### config.mk
export PLATFORM = sky130hd
export DESIGN_NAME = gshare_bht
export DESIGN_NICKNAME = d
export VERILOG_FILES = /design/src/rtl/gshare_bht_pkg.sv /design/src/rtl/gshare_bht.sv
export SDC_FILE = /design/constraint.sdc
export NUM_CORES = 1
export LEC_CHECK = 0
export ABC_AREA = 1
export ABC_CLOCK_PERIOD_IN_PS = 5630
export BUFFER_PORTS_ARGS = -buffer_cell sky130_fd_sc_hd__buf_2
export CORE_AREA = 5 5 116 228
export CTS_BUF_LIST = sky130_fd_sc_hd__clkbuf_8
export CTS_CLUSTER_SIZE = 30
export DETAILED_ROUTE_END_ITERATION = 10
export DIE_AREA = 0 0 121 233
export GPL_TIMING_DRIVEN = 0
export HOLD_SLACK_MARGIN = 0.15
export PLACE_DENSITY = 0.83
export SYNTH_ARGS = -nofsm -noshare
export SYNTH_HDL_FRONTEND = slang
export SYNTH_SLANG_ARGS = --single-unit
### constraint.sdc
create_clock -name clk_i -period 5.63 [get_ports clk_i]
set_clock_uncertainty 0.05 [all_clocks]
set_input_delay 0.2815 -clock clk_i [delete_from_list [all_inputs] [get_ports clk_i]]
set_output_delay 0.2815 -clock clk_i [all_outputs]
set_load 0.02 [all_outputs]
### src/rtl/gshare_bht_pkg.sv
`default_nettype none
// ============================================================================
// Module   : gshare_bht_pkg
// Brief    : Shared frontend types and helpers for the gshare direction predictor.
// Revision : 1.0 - initial release
// ============================================================================
package gshare_bht_pkg;

    // Counters are carried at the widest supported size; instances slice down.
    localparam int CTR_BITS_MAX    = 4;
    localparam int GSHARE_CTR_BITS = 2;
    localparam int GHR_W_MAX       = 16;

    typedef logic [CTR_BITS_MAX-1:0] gshare_ctr_t;

    typedef enum logic [0:0] {
        ST_INIT = 1'b0,
        ST_RUN  = 1'b1
    } bht_state_e;

    typedef struct packed {
        logic                 valid;
        logic [GHR_W_MAX-1:0] ghr;
    } bht_ghr_ckpt_t;

    // Weakly not-taken value for a counter of the given width.
    function automatic gshare_ctr_t ctr_init_val(input int unsigned bits);
        return gshare_ctr_t'((1 << (bits - 1)) - 1);
    endfunction

    localparam gshare_ctr_t CTR_INIT = ctr_init_val(GSHARE_CTR_BITS);

    function automatic gshare_ctr_t sat_update(input gshare_ctr_t ctr,
                                               input logic        taken,
                                               input int unsigned bits);
        gshare_ctr_t max_v;
        max_v = gshare_ctr_t'((1 << bits) - 1);
        if (taken) begin
            return (ctr >= max_v) ? max_v : ctr + 1'b1;
        end
        return (ctr == '0) ? '0 : ctr - 1'b1;
    endfunction

endpackage
`default_nettype wire

### src/rtl/gshare_bht.sv
`default_nettype none
// ============================================================================
// Module   : gshare_bht
// Brief    : Gshare branch direction predictor with speculative GHR and
//            init sweep of the saturating counter table.
// Revision : 1.0 - initial release
// ============================================================================
module gshare_bht
    import gshare_bht_pkg::*;
#(
    parameter int NR_ENTRIES = 128,
    parameter int HIST_LEN   = 3,
    parameter int CTR_BITS   = 2,
    parameter int ROW_OFF    = 1,
    parameter int VLEN       = 64,
    localparam int IDX_W     = $clog2(NR_ENTRIES),
    localparam int GHR_W     = (HIST_LEN > 0) ? HIST_LEN : 1
) (
    input  logic             clk_i,
    input  logic             rst_i,
    input  logic             flush_bp_i,
    input  logic             debug_mode_i,
    output logic             ready_o,
    input  logic             req_i,
    input  logic [VLEN-1:0]  vpc_i,
    output logic             pred_valid_o,
    output logic             pred_taken_o,
    output logic [GHR_W-1:0] pred_ghr_o,
    input  logic             spec_valid_i,
    input  logic             spec_taken_i,
    input  logic             restore_i,
    input  logic [GHR_W-1:0] restore_ghr_i,
    input  logic             upd_valid_i,
    input  logic [VLEN-1:0]  upd_pc_i,
    input  logic [GHR_W-1:0] upd_ghr_i,
    input  logic             upd_taken_i
);

    localparam gshare_ctr_t         c_ctr_init_full = ctr_init_val(CTR_BITS);
    localparam logic [CTR_BITS-1:0] c_ctr_init      = c_ctr_init_full[CTR_BITS-1:0];
    localparam logic [IDX_W-1:0]    c_last_idx      = IDX_W'(NR_ENTRIES - 1);

    bht_state_e          r_state;
    bht_state_e          w_state_next;
    logic [IDX_W-1:0]    r_ptr;
    logic [IDX_W-1:0]    w_ptr_next;

    logic [CTR_BITS-1:0] r_table [NR_ENTRIES];

    logic                w_we;
    logic [IDX_W-1:0]    w_waddr;
    logic [CTR_BITS-1:0] w_wdata;

    logic [GHR_W-1:0]    w_ghr;
    logic [GHR_W-1:0]    w_upd_ghr;
    logic [IDX_W-1:0]    w_pred_idx;
    logic [IDX_W-1:0]    w_upd_idx;
    gshare_ctr_t         w_sat;
    logic                w_run;
    logic                w_unused;

    assign w_run   = (r_state == ST_RUN);
    assign ready_o = w_run;

    assign w_pred_idx = vpc_i[ROW_OFF +: IDX_W] ^ IDX_W'(w_ghr);
    assign w_upd_idx  = upd_pc_i[ROW_OFF +: IDX_W] ^ IDX_W'(w_upd_ghr);
    assign w_sat      = sat_update(gshare_ctr_t'(r_table[w_upd_idx]), upd_taken_i, CTR_BITS);

    assign w_unused = ^{vpc_i, upd_pc_i, restore_ghr_i, upd_ghr_i,
                        spec_valid_i, spec_taken_i, restore_i, w_sat};

    // ------------------------------------------------------------------------
    // Global history
    // ------------------------------------------------------------------------
    generate
        if (HIST_LEN > 0) begin : g_ghr
            logic [GHR_W-1:0] r_ghr;
            logic [GHR_W:0]   w_shift_ext;

            assign w_shift_ext = {r_ghr, spec_taken_i};

            // Restore beats a speculative shift; flush beats both.
            always_ff @(posedge clk_i) begin
                if (rst_i || flush_bp_i) begin
                    r_ghr <= '0;
                end else if (w_run && !debug_mode_i) begin
                    if (restore_i) begin
                        r_ghr <= restore_ghr_i;
                    end else if (spec_valid_i) begin
                        r_ghr <= w_shift_ext[GHR_W-1:0];
                    end
                end
            end

            assign w_ghr     = r_ghr;
            assign w_upd_ghr = upd_ghr_i;
        end else begin : g_no_ghr
            assign w_ghr     = '0;
            assign w_upd_ghr = '0;
        end
    endgenerate

    // ------------------------------------------------------------------------
    // INIT/RUN control and the single table write port
    // ------------------------------------------------------------------------
    always_ff @(posedge clk_i) begin
        if (rst_i) begin
            r_state <= ST_INIT;
            r_ptr   <= '0;
        end else begin
            r_state <= w_state_next;
            r_ptr   <= w_ptr_next;
        end
    end

    always_comb begin
        w_state_next = r_state;
        w_ptr_next   = r_ptr;
        w_we         = 1'b0;
        w_waddr      = r_ptr;
        w_wdata      = c_ctr_init;
        case (r_state)
            ST_INIT: begin
                w_we       = 1'b1;
                w_ptr_next = r_ptr + 1'b1;
                if (r_ptr == c_last_idx) begin
                    w_state_next = ST_RUN;
                    w_ptr_next   = '0;
                end
            end
            ST_RUN: begin
                if (upd_valid_i && !debug_mode_i) begin
                    w_we    = 1'b1;
                    w_waddr = w_upd_idx;
                    w_wdata = w_sat[CTR_BITS-1:0];
                end
            end
            default: begin
                w_state_next = ST_INIT;
                w_ptr_next   = '0;
            end
        endcase
        if (flush_bp_i) begin
            w_state_next = ST_INIT;
            w_ptr_next   = '0;
            w_we         = 1'b0;
        end
    end

    always_ff @(posedge clk_i) begin
        if (w_we && !rst_i) begin
            r_table[w_waddr] <= w_wdata;
        end
    end

    // ------------------------------------------------------------------------
    // Prediction register; the table read happens before this edge's write.
    // ------------------------------------------------------------------------
    always_ff @(posedge clk_i) begin
        if (rst_i) begin
            pred_valid_o <= 1'b0;
            pred_taken_o <= 1'b0;
            pred_ghr_o   <= '0;
        end else if (req_i && w_run && !flush_bp_i) begin
            pred_valid_o <= 1'b1;
            pred_taken_o <= r_table[w_pred_idx][CTR_BITS-1];
            pred_ghr_o   <= w_ghr;
        end else begin
            pred_valid_o <= 1'b0;
        end
    end

endmodule
`default_nettype wire

# After elaboration in Yosys (flattened, before gate mapping)
# Memory sizes are Yosys's and may differ from the RTL's. A register that Yosys moved wholly into a read port is not among the register bits.
# Cells that the tools add are included.
dict set report word_totals {
  reg_bits 15
  mem_bits_rw 256
  memories 1
}
# name depth word_bits rd rd_ports_with_merged_regs write_ports line_no
set mem_list {}
lappend mem_list {r_table 128 2 2 1 1 gshare_bht.sv:48} ;# logic [CTR_BITS-1:0] r_table [NR_ENTRIES];
dict set report op_classes {
  add_sub_neg 3
  n_lt_le_gt_ge 1
  n_eq_ne 1
  mux 20
  bitwise_logic 3
  n_reduce_logical 13
}
# cell count
set op_table {}
lappend op_table {{$mux W7} 3}
lappend op_table {{$xor A7 B3 Y7} 2}
lappend op_table {{$mux W2} 6}
lappend op_table {{$mux W1} 8}
lappend op_table {{$add A7 B1 Y7 const B} 1}
lappend op_table {{$eq A7 B7 Y1 const B} 1}
lappend op_table {{$mux W3} 2}
lappend op_table {{$logic_and A1 B1 Y1} 5}
lappend op_table {{$logic_not A1 Y1} 3}
lappend op_table {{$add A2 B1 Y2 const B} 1}
lappend op_table {{$ge A2 B2 Y1 const B} 1}
lappend op_table {{$logic_not A2 Y1} 1}
lappend op_table {{$pmux W1 S2} 1}
lappend op_table {{$reduce_and A2 Y1} 1}
lappend op_table {{$reduce_bool A2 Y1} 1}
lappend op_table {{$reduce_or A2 Y1} 1}
lappend op_table {{$sub A2 B1 Y2 const B} 1}
lappend op_table {{$logic_or A1 B1 Y1} 1}
lappend op_table {{$not A1 Y1} 1}

# Logic depth before layout (Yosys ltp)
# Gate-level depths: netlist of the first run.
dict set report depth {
  ltp_word 8
  ltp_mapped 15
}

# Worst setup path before layout of the first run
# Ideal clock, no wire load.
dict set report synth_path {
  path_type {input to register}
  startpoint {input port upd_ghr_i[2]}
  endpoint {memory r_table[0][1], data pin}
  setup_ns 0.801
  t_arrival_ns 4.492
  required_ns 4.779
  path_slack_ns 0.288
  path_stages 10
  path_buffers 1
  cell_sequence {xnor2_1 clkbuf_1 nand3_1 nand3_1 nand3_1 nand3_1 nand3_2 nand2_2 a21oi_1 nor2_1}
}
dict set report synth_between {
  elab_chain_len 8
  word_cells_on_any_way 12
  cone_classes {add/sub: 2; order compare: 1; mux: 6; bitwise: 1; reduce/logical: 1; memory: 1}
}
# item line_no
set synth_lines {}
lappend synth_lines {{start, declared} gshare_bht.sv:35} ;# input logic [GHR_W-1:0] upd_ghr_i,
lappend synth_lines {{$xor A7 B3 Y7 (*)} gshare_bht.sv:66} ;# assign w_upd_idx = upd_pc_i[ROW_OFF +: IDX_W] ^ IDX_W'(w_upd_ghr);
lappend synth_lines {{$mem_v2 Z128 W2 (*)} -}
lappend synth_lines {{$add A2 B1 Y2 / $ge A2 B2 Y1 (equally long branches)} gshare_bht_pkg.sv:39} ;# return (ctr >= max_v) ? max_v : ctr + 1'b1;
lappend synth_lines {{$mux W2} gshare_bht_pkg.sv:39}
lappend synth_lines {{$mux W2} gshare_bht_pkg.sv:38} ;# if (taken) begin
lappend synth_lines {{$mux W2 (*)} gshare_bht_pkg.sv:41} ;# return (ctr == '0) ? '0 : ctr - 1'b1;
lappend synth_lines {{$mux W2 (*)} gshare_bht.sv:132} ;# if (upd_valid_i && !debug_mode_i) begin
lappend synth_lines {{$mux W2 (*)} gshare_bht.sv:122} ;# case (r_state)
lappend synth_lines {{via w_wdata[1]} gshare_bht.sv:52} ;# logic [CTR_BITS-1:0] w_wdata;
lappend synth_lines {{end, declared} gshare_bht.sv:48}
# Mark *: on every way through the listed nets, which the timed path passes. The rest lies on a longest branch. The select of a mux whose other input is x is not followed.

# Worst setup path after layout of the first run
dict set report layout_path {
  startpoint {input port upd_ghr_i[2]}
  endpoint {memory r_table[10][0], data pin}
}
# Same word-level chain as after synthesis.

==> qor.csv, run 1 <==
stage,metric,value,unit
run_status,status,completed,
floorplan,fp.dieW,121,um
drt,dr.pass1.iters,6,
timing,slew_viol_final,0,
critical_path,critPathSlowestCell,xnor2_1,
clock_tree,cts.sinks,272,
timing,finalCritPeriodShare,74.7,%
drt,drt_iter0_drc,1826,
grt,grt_pass1_vias,11994,
clock_tree,cts_buffer_depth,3,
grt,grt_max_degree,78,
finish,regArea,8010,sq um
drt,drcViolationCount,0,
placement,gp_congestion,1.05,
timing,hold_viol,0,
logic_synthesis,ys_top_cells_by_area,"edfxtp_1 (58%), nand3_1 (12%), nand2_1 (10%), nor2_1 (4.4%), o211ai_1 (3.2%)",
logic_synthesis,synthCells,1407,
logic_synthesis,synth_common_cells,"nand2_1 (368), nand3_1 (314), edfxtp_1 (256)",
timing,setup_viol,0,
logic_synthesis,yosysWarnings,0,
logic_synthesis,syn-num-nets,1552,
floorplan,initial_core_util,54.2,%
clock_tree,h-tree-depth,2,
critical_path,endpoint_kind,flip-flop,
timing,timing.fmax,238,MHz
clock_tree,clk_pin_slew_worst_paths,0.07,ns
logic_synthesis,yosysSeqAreaShare,60.4,%
logic_synthesis,avgSynthCellArea,9.42,sq um
drt,viasPerCell,6.52,
clock_tree,numCtsBuffers,38,
critical_path,worst_setup_path_start_kind,input pin,
logic_synthesis,yosysUniqueCellTypes,30,
drt,wl_per_cell,29.7,um
finish,final_nets,1637,
floorplan,die_y,233,um
critical_path,crit_arrival,4.41,ns
power_and_ir_drop,irDropWorstVdd,0.262,mV
logic_synthesis,synth_ff_type,edfxtp_1,
timing,setup_tns,0,ns
critical_path,critPathRequiredTime,5.83,ns
grt,grt_overflow,0,
grt,antenna_found_initial,1,
timing,tightest_slew,1.17,ns
clock_tree,cts_resized,0,
hold_path,hp-class,in2reg,
grt,grt_pass1_wl,78.3,mm
power_and_ir_drop,power-per-cell-area,287,nW/um^2
critical_path,cp_common_cell,nand3_1,
critical_path,crit_chain,buf_2 > xnor2_1 > inv_1 > clkbuf_1 > nand3_1 > nand3_1 > nand3_1 > nand3_1 > nand3_1 > nand2_1 > nand2_1 > nand3_4 > buf_16,
logic_synthesis,synthArstFlopShare,0,%
logic_synthesis,synth-edff-count,256,
timing,min_period,4.21,ns
logic_synthesis,synth_top_area_share,58.0,%
clock_tree,cts_tree,built,
job,drv_cap,0,
finish,fillers,2101,
floorplan,die_area,28200,sq um
logic_synthesis,netlist_area,13300,sq um
placement,port_buffers,32,
critical_path,critical_path.max_stage_delay,0.91,ns
critical_path,crit_path_max_fanout,77,
drt,ant_nets,0,
logic_synthesis,synth_most_common_cell,nand2_1,
logic_synthesis,yosys.area.top_type,edfxtp_1,
finish,synthToLayoutAreaGrowth,11.0,%
timing,slew_headroom,21.3,%
clock_tree,cts_root_buffer,clkbuf_8,
finish,drive_gt1_share,10.5,%
floorplan,core_area,24400,sq um
placement,hpwl,36.9,mm
clock_tree,cts_setup_buffers,0,
drt,routed-via-count,12081,
floorplan,placement_rows,81,
drt,wirelength,55.1,mm
clock_tree,clk_latency,0.57,ns
power_and_ir_drop,power_leakage,5.56,nW
floorplan,io_pins,150,
critical_path,criticalPathCategory,in2reg,
logic_synthesis,synth-seq-cells,272,
finish,multi_input_area,4520,sq um
timing,rsz0062_at_grt,no,
power_and_ir_drop,p_total,4.22,mW
grt,grt_usage,39.6,%
==> critical path: cells and delay by family <==
kind / cells / cell delay [ns]
xor+xnor: 1 / 0.91
buf+inv: 4 / 1.47
simple gates: 8 / 1.70
==> cell usage in the layout (no fill, tap or decap), types with 2 or more instances in the layout <==
cell type	synthesis	routed
clkbuf_8	0	39
o211ai_1	56	56
nand3_2	5	5
inv_1	77	87
xor2_1	4	4
clkinvlp_4	0	3
nor2_1	156	155
buf_2	43	75
clkinv_2	0	5
nand2_2	3	3
clkinv_1	3	10
nor3_1	9	9
buf_6	8	8
edfxtp_1	256	256
clkbuf_1	27	27
buf_12	0	2
a21oi_1	10	10
dlygate4sd3_1	0	10
diode_2	0	3
inv_2	3	3
a211oi_1	6	6
o21ai_2	5	5
xnor2_1	4	4
nand2_1	368	368
dfxtp_1	16	16
o21ai_0	23	23
o21ai_1	2	2
or2_2	2	2
nand3_1	314	313
==> stage by stage <==
stage                     cell area, sq um  instances  worst slack [ns]  hold slack (ns)  util, %
after floorplan                      13300       1407             0.288            0.384        -
after global placement               13800       1771             -4.41            0.420     56.6
after detailed placement             13900       1774              1.33            0.444     57.0
after CTS                            14700       1850              1.88            0.157     60.2
after global routing                 14700       1851              1.49            0.160     60.2
final                                14700       1853              1.42            0.160     60.2
==> state kept, by name (all words and copies together) (netlist names) <==
signal / count
r_ptr: 7
r_table: 256
pred_valid_o: 1
pred_ghr_o: 3
pred_taken_o: 1
g_ghr.r_ghr: 3
ready_o: 1
==> final timing paths <==
kind / endpoint / slack (ns) / start / depth (start not counted)
max: r_table[10][0]$_DFFE_PP_ / 1.42 / upd_ghr_i[2] / 13
min: g_ghr.r_ghr[1]$_SDFFE_PP0P_ / 0.16 / restore_i / 3
max reg2reg: pred_taken_o$_SDFFE_PP0P_ / 2.06 / g_ghr.r_ghr[2]$_SDFFE_PP0P_ / 10
min reg2reg: r_ptr[6]$_SDFFE_PP0N_ / 0.46 / r_ptr[6]$_SDFFE_PP0N_ / 2
==> cell type report <==
cell class	count	area share, %
Clock inverter	27	1.02
Clock buffer	39	3.65
Multi-Input combinational cell	972	30.7
Timing Repair Buffer	45	2.23
Sequential cell	272	54.4
Inverter	83	2.12
Buffer	80	2.92
Antenna cell	3	0.0510
Tap cell	332	2.82
==> logic make-up (layout without fill, tap and decap cells) <==
kind of cell / after synthesis / count (layout) / share of synthesized area, %
other cells: 0 / 3 / 0
xor+xnor: 10 / 10 / 0.859
simple gates: 859 / 859 / 27.9
buf+inv: 163 / 274 / 5.59
flops: 272 / 272 / 60.4
fa+ha+maj: 1 / 1 / 0.0944
compound gates: 102 / 102 / 5.17
==> per-layer routing <==
metal	track usage (%)	vias up	part of all wire, %
met5	0	-	0
met4	37.7	0	12
met3	10.9	405	12
met2	62.0	1095	45
met1	42.1	5545	30
li1	-	5036	-
==> where the power goes <==
group          internal [mW]  switching, mW  total (mW)
combinational          0.141          0.426       0.567
sequential              2.18        0.00152        2.18
clock                  0.696          0.775        1.47
==> what timing repair did <==
action                     CTS  global route
setup endpoints to repair    0             0
hold endpoints to repair    12             0
hold buffers                10             0
Note: power is estimated with default switching activity, not from simulation.
==> inputs of run 2 (changes only) <==
==> config.mk (replaced) <==
export PLATFORM = sky130hd
export DESIGN_NAME = gshare_bht
export DESIGN_NICKNAME = d
export VERILOG_FILES = /design/src/rtl/gshare_bht_pkg.sv /design/src/rtl/gshare_bht.sv
export SDC_FILE = /design/constraint.sdc
export NUM_CORES = 1
export LEC_CHECK = 0
export ABC_AREA = 0
export ABC_CLOCK_PERIOD_IN_PS = 4200
export BUFFER_PORTS_ARGS = -buffer_cell sky130_fd_sc_hd__buf_2
export CORE_AREA = 5 5 108 212
export CTS_BUF_LIST = sky130_fd_sc_hd__clkbuf_8
export CTS_CLUSTER_SIZE = 30
export DETAILED_ROUTE_END_ITERATION = 10
export DIE_AREA = 0 0 113 217
export GPL_TIMING_DRIVEN = 0
export HOLD_SLACK_MARGIN = 0.15
export PLACE_DENSITY = 0.87
export SYNTH_ARGS = -nofsm -noshare
export SYNTH_HDL_FRONTEND = slang
export SYNTH_SLANG_ARGS = --single-unit
==> constraint.sdc (replaced) <==
create_clock -name clk_i -period 4.2 [get_ports clk_i]
set_clock_uncertainty 0.05 [all_clocks]
set_input_delay 0.21 -clock clk_i [delete_from_list [all_inputs] [get_ports clk_i]]
set_output_delay 0.21 -clock clk_i [all_outputs]
set_load 0.02 [all_outputs]
==> run 2 against run 1 <==
Net effect: the flow now finishes with violations (setup timing); sequential cell count is the same; clock power grew 30%; setup slack lost 1.5 ns; utilization grew 7.1 points; final cell count shrank 35%; global-route usage shrank 7.9 points; routed wire length shrank 30%; non-clock buffer count shrank 34; critical endpoint is now r_table[34][0]$_DFFE_PP_; highest routed layer unchanged.
==> qor.csv, run 2 <==
stage,metric,value,unit,change
run_status,status,"complete, but fails checks",,
run_status,violations,setup timing,,
power_and_ir_drop,power.switching,1.23,mW,+2.0%
finish,multi_input_area,4360,sq um,-3.6%
clock_tree,cts_tree,built,,
finish,regArea,8010,sq um,unchanged
drt,routed-via-count,8496,,-30%
finish,largest-register,r_table,,
grt,grt_max_degree,55,,-29%
timing,rsz0062_at_grt,no,,
logic_synthesis,yosysUniqueCellTypes,55,,+83%
timing,slew_headroom,4.66,%,-17 points
timing,hold_slack,0.161,ns,+0.00107 ns
power_and_ir_drop,p_sw_share,23.3,%,-5.2 points
clock_tree,numCtsBuffers,36,,-5.3%
logic_synthesis,synth_common_cells,"edfxtp_1 (256), nor2_1 (157), mux4_2 (91)",,
logic_synthesis,syn-num-nets,963,,-38%
finish,drive_gt1_share,22.2,%,+12 points
power_and_ir_drop,p_seq_share,55.6,%,+3.9 points
logic_synthesis,yosysWarnings,0,,unchanged
grt,grt_pass1_vias,8943,,-25%
power_and_ir_drop,p_total,5.26,mW,+25%
finish,final_util,67.3,%,+7.1 points
finish,final_common_cell,edfxtp_1,,
floorplan,initial_core_util,60.3,%,+6.0 points
critical_path,crit_path_max_fanout,45,,-42%
critical_path,endpoint_kind,flip-flop,,
placement,gp_congestion,0.994,,-5.7%
timing,slew_viol_final,0,,unchanged
logic_synthesis,synth_most_common_cell,edfxtp_1,,
finish,largest_reg_flops,256,,unchanged
clock_tree,h-tree-depth,2,,unchanged
floorplan,die_area,24500,sq um,-13%
drt,dr.pass1.iters,6,,unchanged
power_and_ir_drop,power-per-cell-area,373,nW/um^2,+30%
timing,hold_viol,0,,unchanged
grt,grt_overflow,0,,unchanged
timing,tightest_slew,1.42,ns,+0.247 ns
clock_tree,cts.sinks,272,,unchanged
timing,finalCritPeriodShare,101,%,
timing,min_period,4.25,ns,
finish,fillers,1315,,-37%
floorplan,die_y,217,um,-6.9%
clock_tree,cts_buffer_depth,3,,unchanged
finish,final_nets,1054,,-36%
floorplan,io_pins,150,,unchanged
finish,stdcell_count,1203,,-35%
drt,drcViolationCount,0,,unchanged
logic_synthesis,synthArstFlopShare,0,%,unchanged
clock_tree,clk_latency,0.54,ns,-0.03 ns
logic_synthesis,avgSynthCellArea,15.4,sq um,+64%
logic_synthesis,yosysSeqAreaShare,63.5,%,+3.0 points
placement,port_buffers,32,,unchanged
critical_path,crit_arrival,4.44,ns,+0.03 ns
floorplan,placement_rows,75,,-7.4%
timing,timing.fmax,235,MHz,
clock_tree,cts_setup_buffers,0,,unchanged
critical_path,criticalPathCategory,in2reg,,
drt,viasPerCell,7.06,,+8.3%
grt,grt_usage,31.7,%,-7.9 points
power_and_ir_drop,clkPwrFrac,36.3,%,+1.4 points
job,drv_cap,0,,unchanged
logic_synthesis,netlist_area,12600,sq um,-4.8%
floorplan,fp.dieW,113,um,-6.6%
power_and_ir_drop,intPower,4.03,mW,+34%
power_and_ir_drop,p_comb_share,8.1,%,-5.3 points
logic_synthesis,synth-seq-cells,272,,unchanged
critical_path,worst_setup_path_start_kind,input pin,,
power_and_ir_drop,irDropWorstVdd,0.224,mV,-14%
timing,setup_viol,81,,+81
floorplan,core_area,20900,sq um,-14%
critical_path,critPathRequiredTime,4.39,ns,-1.44 ns
logic_synthesis,synth_top_area_share,60.9,%,+2.9 points
finish,final_cell_mix,"edfxtp_1 (256), nor2_1 (157), mux4_2 (91)",,
logic_synthesis,synth_ff_type,edfxtp_1,,
grt,antenna_found_initial,2,,+1
logic_synthesis,synth-edff-count,256,,unchanged
clock_tree,cts_root_buffer,clkbuf_8,,
placement,dp_cells,1124,,-37%
finish,top_regs,"r_table (256), r_ptr (7)",,
logic_synthesis,ys_top_cells_by_area,"edfxtp_1 (61%), mux4_2 (16%), nor2_1 (4.7%), dfxtp_1 (2.5%), mux4_1 (1.9%)",,
clock_tree,clk_pin_slew_worst_paths,0.07,ns,about the same
grt,grt_pass1_wl,55.0,mm,-30%
hold_path,hp-class,in2reg,,
logic_synthesis,yosys.area.top_type,edfxtp_1,,
placement,place_ws,-0.725,ns,-2.05 ns
finish,synthToLayoutAreaGrowth,11.7,%,
placement,hpwl,25.7,mm,-30%
drt,wirelength,38.3,mm,-30%
timing,layout_setup_ws,-0.0473,ns,-1.47 ns
drt,wl_per_cell,31.8,um,+7.2%
drt,ant_nets,0,,unchanged
drt,drt_iter0_drc,1336,,-27%
power_and_ir_drop,power_leakage,4.40,nW,-21%
logic_synthesis,synthCells,818,,-42%
-- run 2: timing repair --
action | 4_1_cts | 5_1_grt
hold endpoints to repair | 8 | 0
hold buffers | 13 | 0
endpoints found under the setup margin | 182 | 128
gates resized for setup | 1 | 8
cloned | 2 | 1
pin swaps | 2 | 1
-- run 2: area by class of cell --
class / count / area share [%]
tap: 269 / 2.39
multi-input combinational: 484 / 31.0
buffer: 41 / 1.62
timing repair buffer: 50 / 2.79
sequential: 272 / 56.8
inverter: 24 / 0.639
clock buffer: 38 / 3.71
clock inverter: 23 / 1.03
antenna: 2 / 0.0355
-- run 2: critical path: stages --
cell and delay, ns:
buf_2 0.11, xor2_1 0.36, buf_4 0.31, clkbuf_1 0.86, mux4_2 0.45, nand3_1 0.12
nand3_1 0.14, a31oi_1 0.33, o311ai_0 0.29, nor2_1 0.63, o21ai_4 0.30, buf_12 0.27
-- run 2: path summary, 6_finish.rpt --
check | start | endpoint | slack [ns] | cells past startpoint
max | upd_ghr_i[1] | r_table[34][0]$_DFFE_PP_ | -0.05 | 12
min | vpc_i[5] | pred_taken_o$_SDFFE_PP0P_ | 0.16 | 5
max reg2reg | g_ghr.r_ghr[1]$_SDFFE_PP0P_ | pred_taken_o$_SDFFE_PP0P_ | 0.52 | 8
min reg2reg | pred_taken_o$_SDFFE_PP0P_ | pred_taken_o$_SDFFE_PP0P_ | 0.43 | 2
-- run 2: kinds of logic (layout without fill, tap and decap cells) --
family	Yosys count	count (layout)	share of synthesized area (%)
adders and majority gates	2	2	0.188
muxes	119	119	19.7
DFF	272	272	63.5
and+or+nand+nor	279	280	9.45
other	0	2	0
AOI/OAI and AO/OA	69	71	3.84
xor gates and xnor gates	12	12	0.893
buffers and inverters	65	176	2.49
-- run 2: stage by stage --
step / cell area (sq um) / TNS [ns]
after detailed placement: 13200 / -159.80
final: 14100 / -1.83
after floorplan: 12600 / 0
after CTS: 14100 / 0
after global placement: 13100 / -433.64
after global routing: 14100 / 0
-- run 2: routing by layer --
layer,track usage (%),up-vias,routed length [um]
met2,55.0,743,20000
met1,32.6,4126,10800
met3,6.09,228,3730
li1,-,3399,-
met5,0,-,0
met4,25.4,0,3780
-- run 2: power by group through the flow --
stage	clock network, mW	registers, mW	logic (mW)
2_1_floorplan	0	2.98	0.246
3_3_place_gp	0	2.98	0.389
3_5_place_dp	0	2.98	0.395
4_1_cts	1.91	2.92	0.408
5_1_grt	2.04	2.92	0.433
6_report	1.91	2.92	0.425
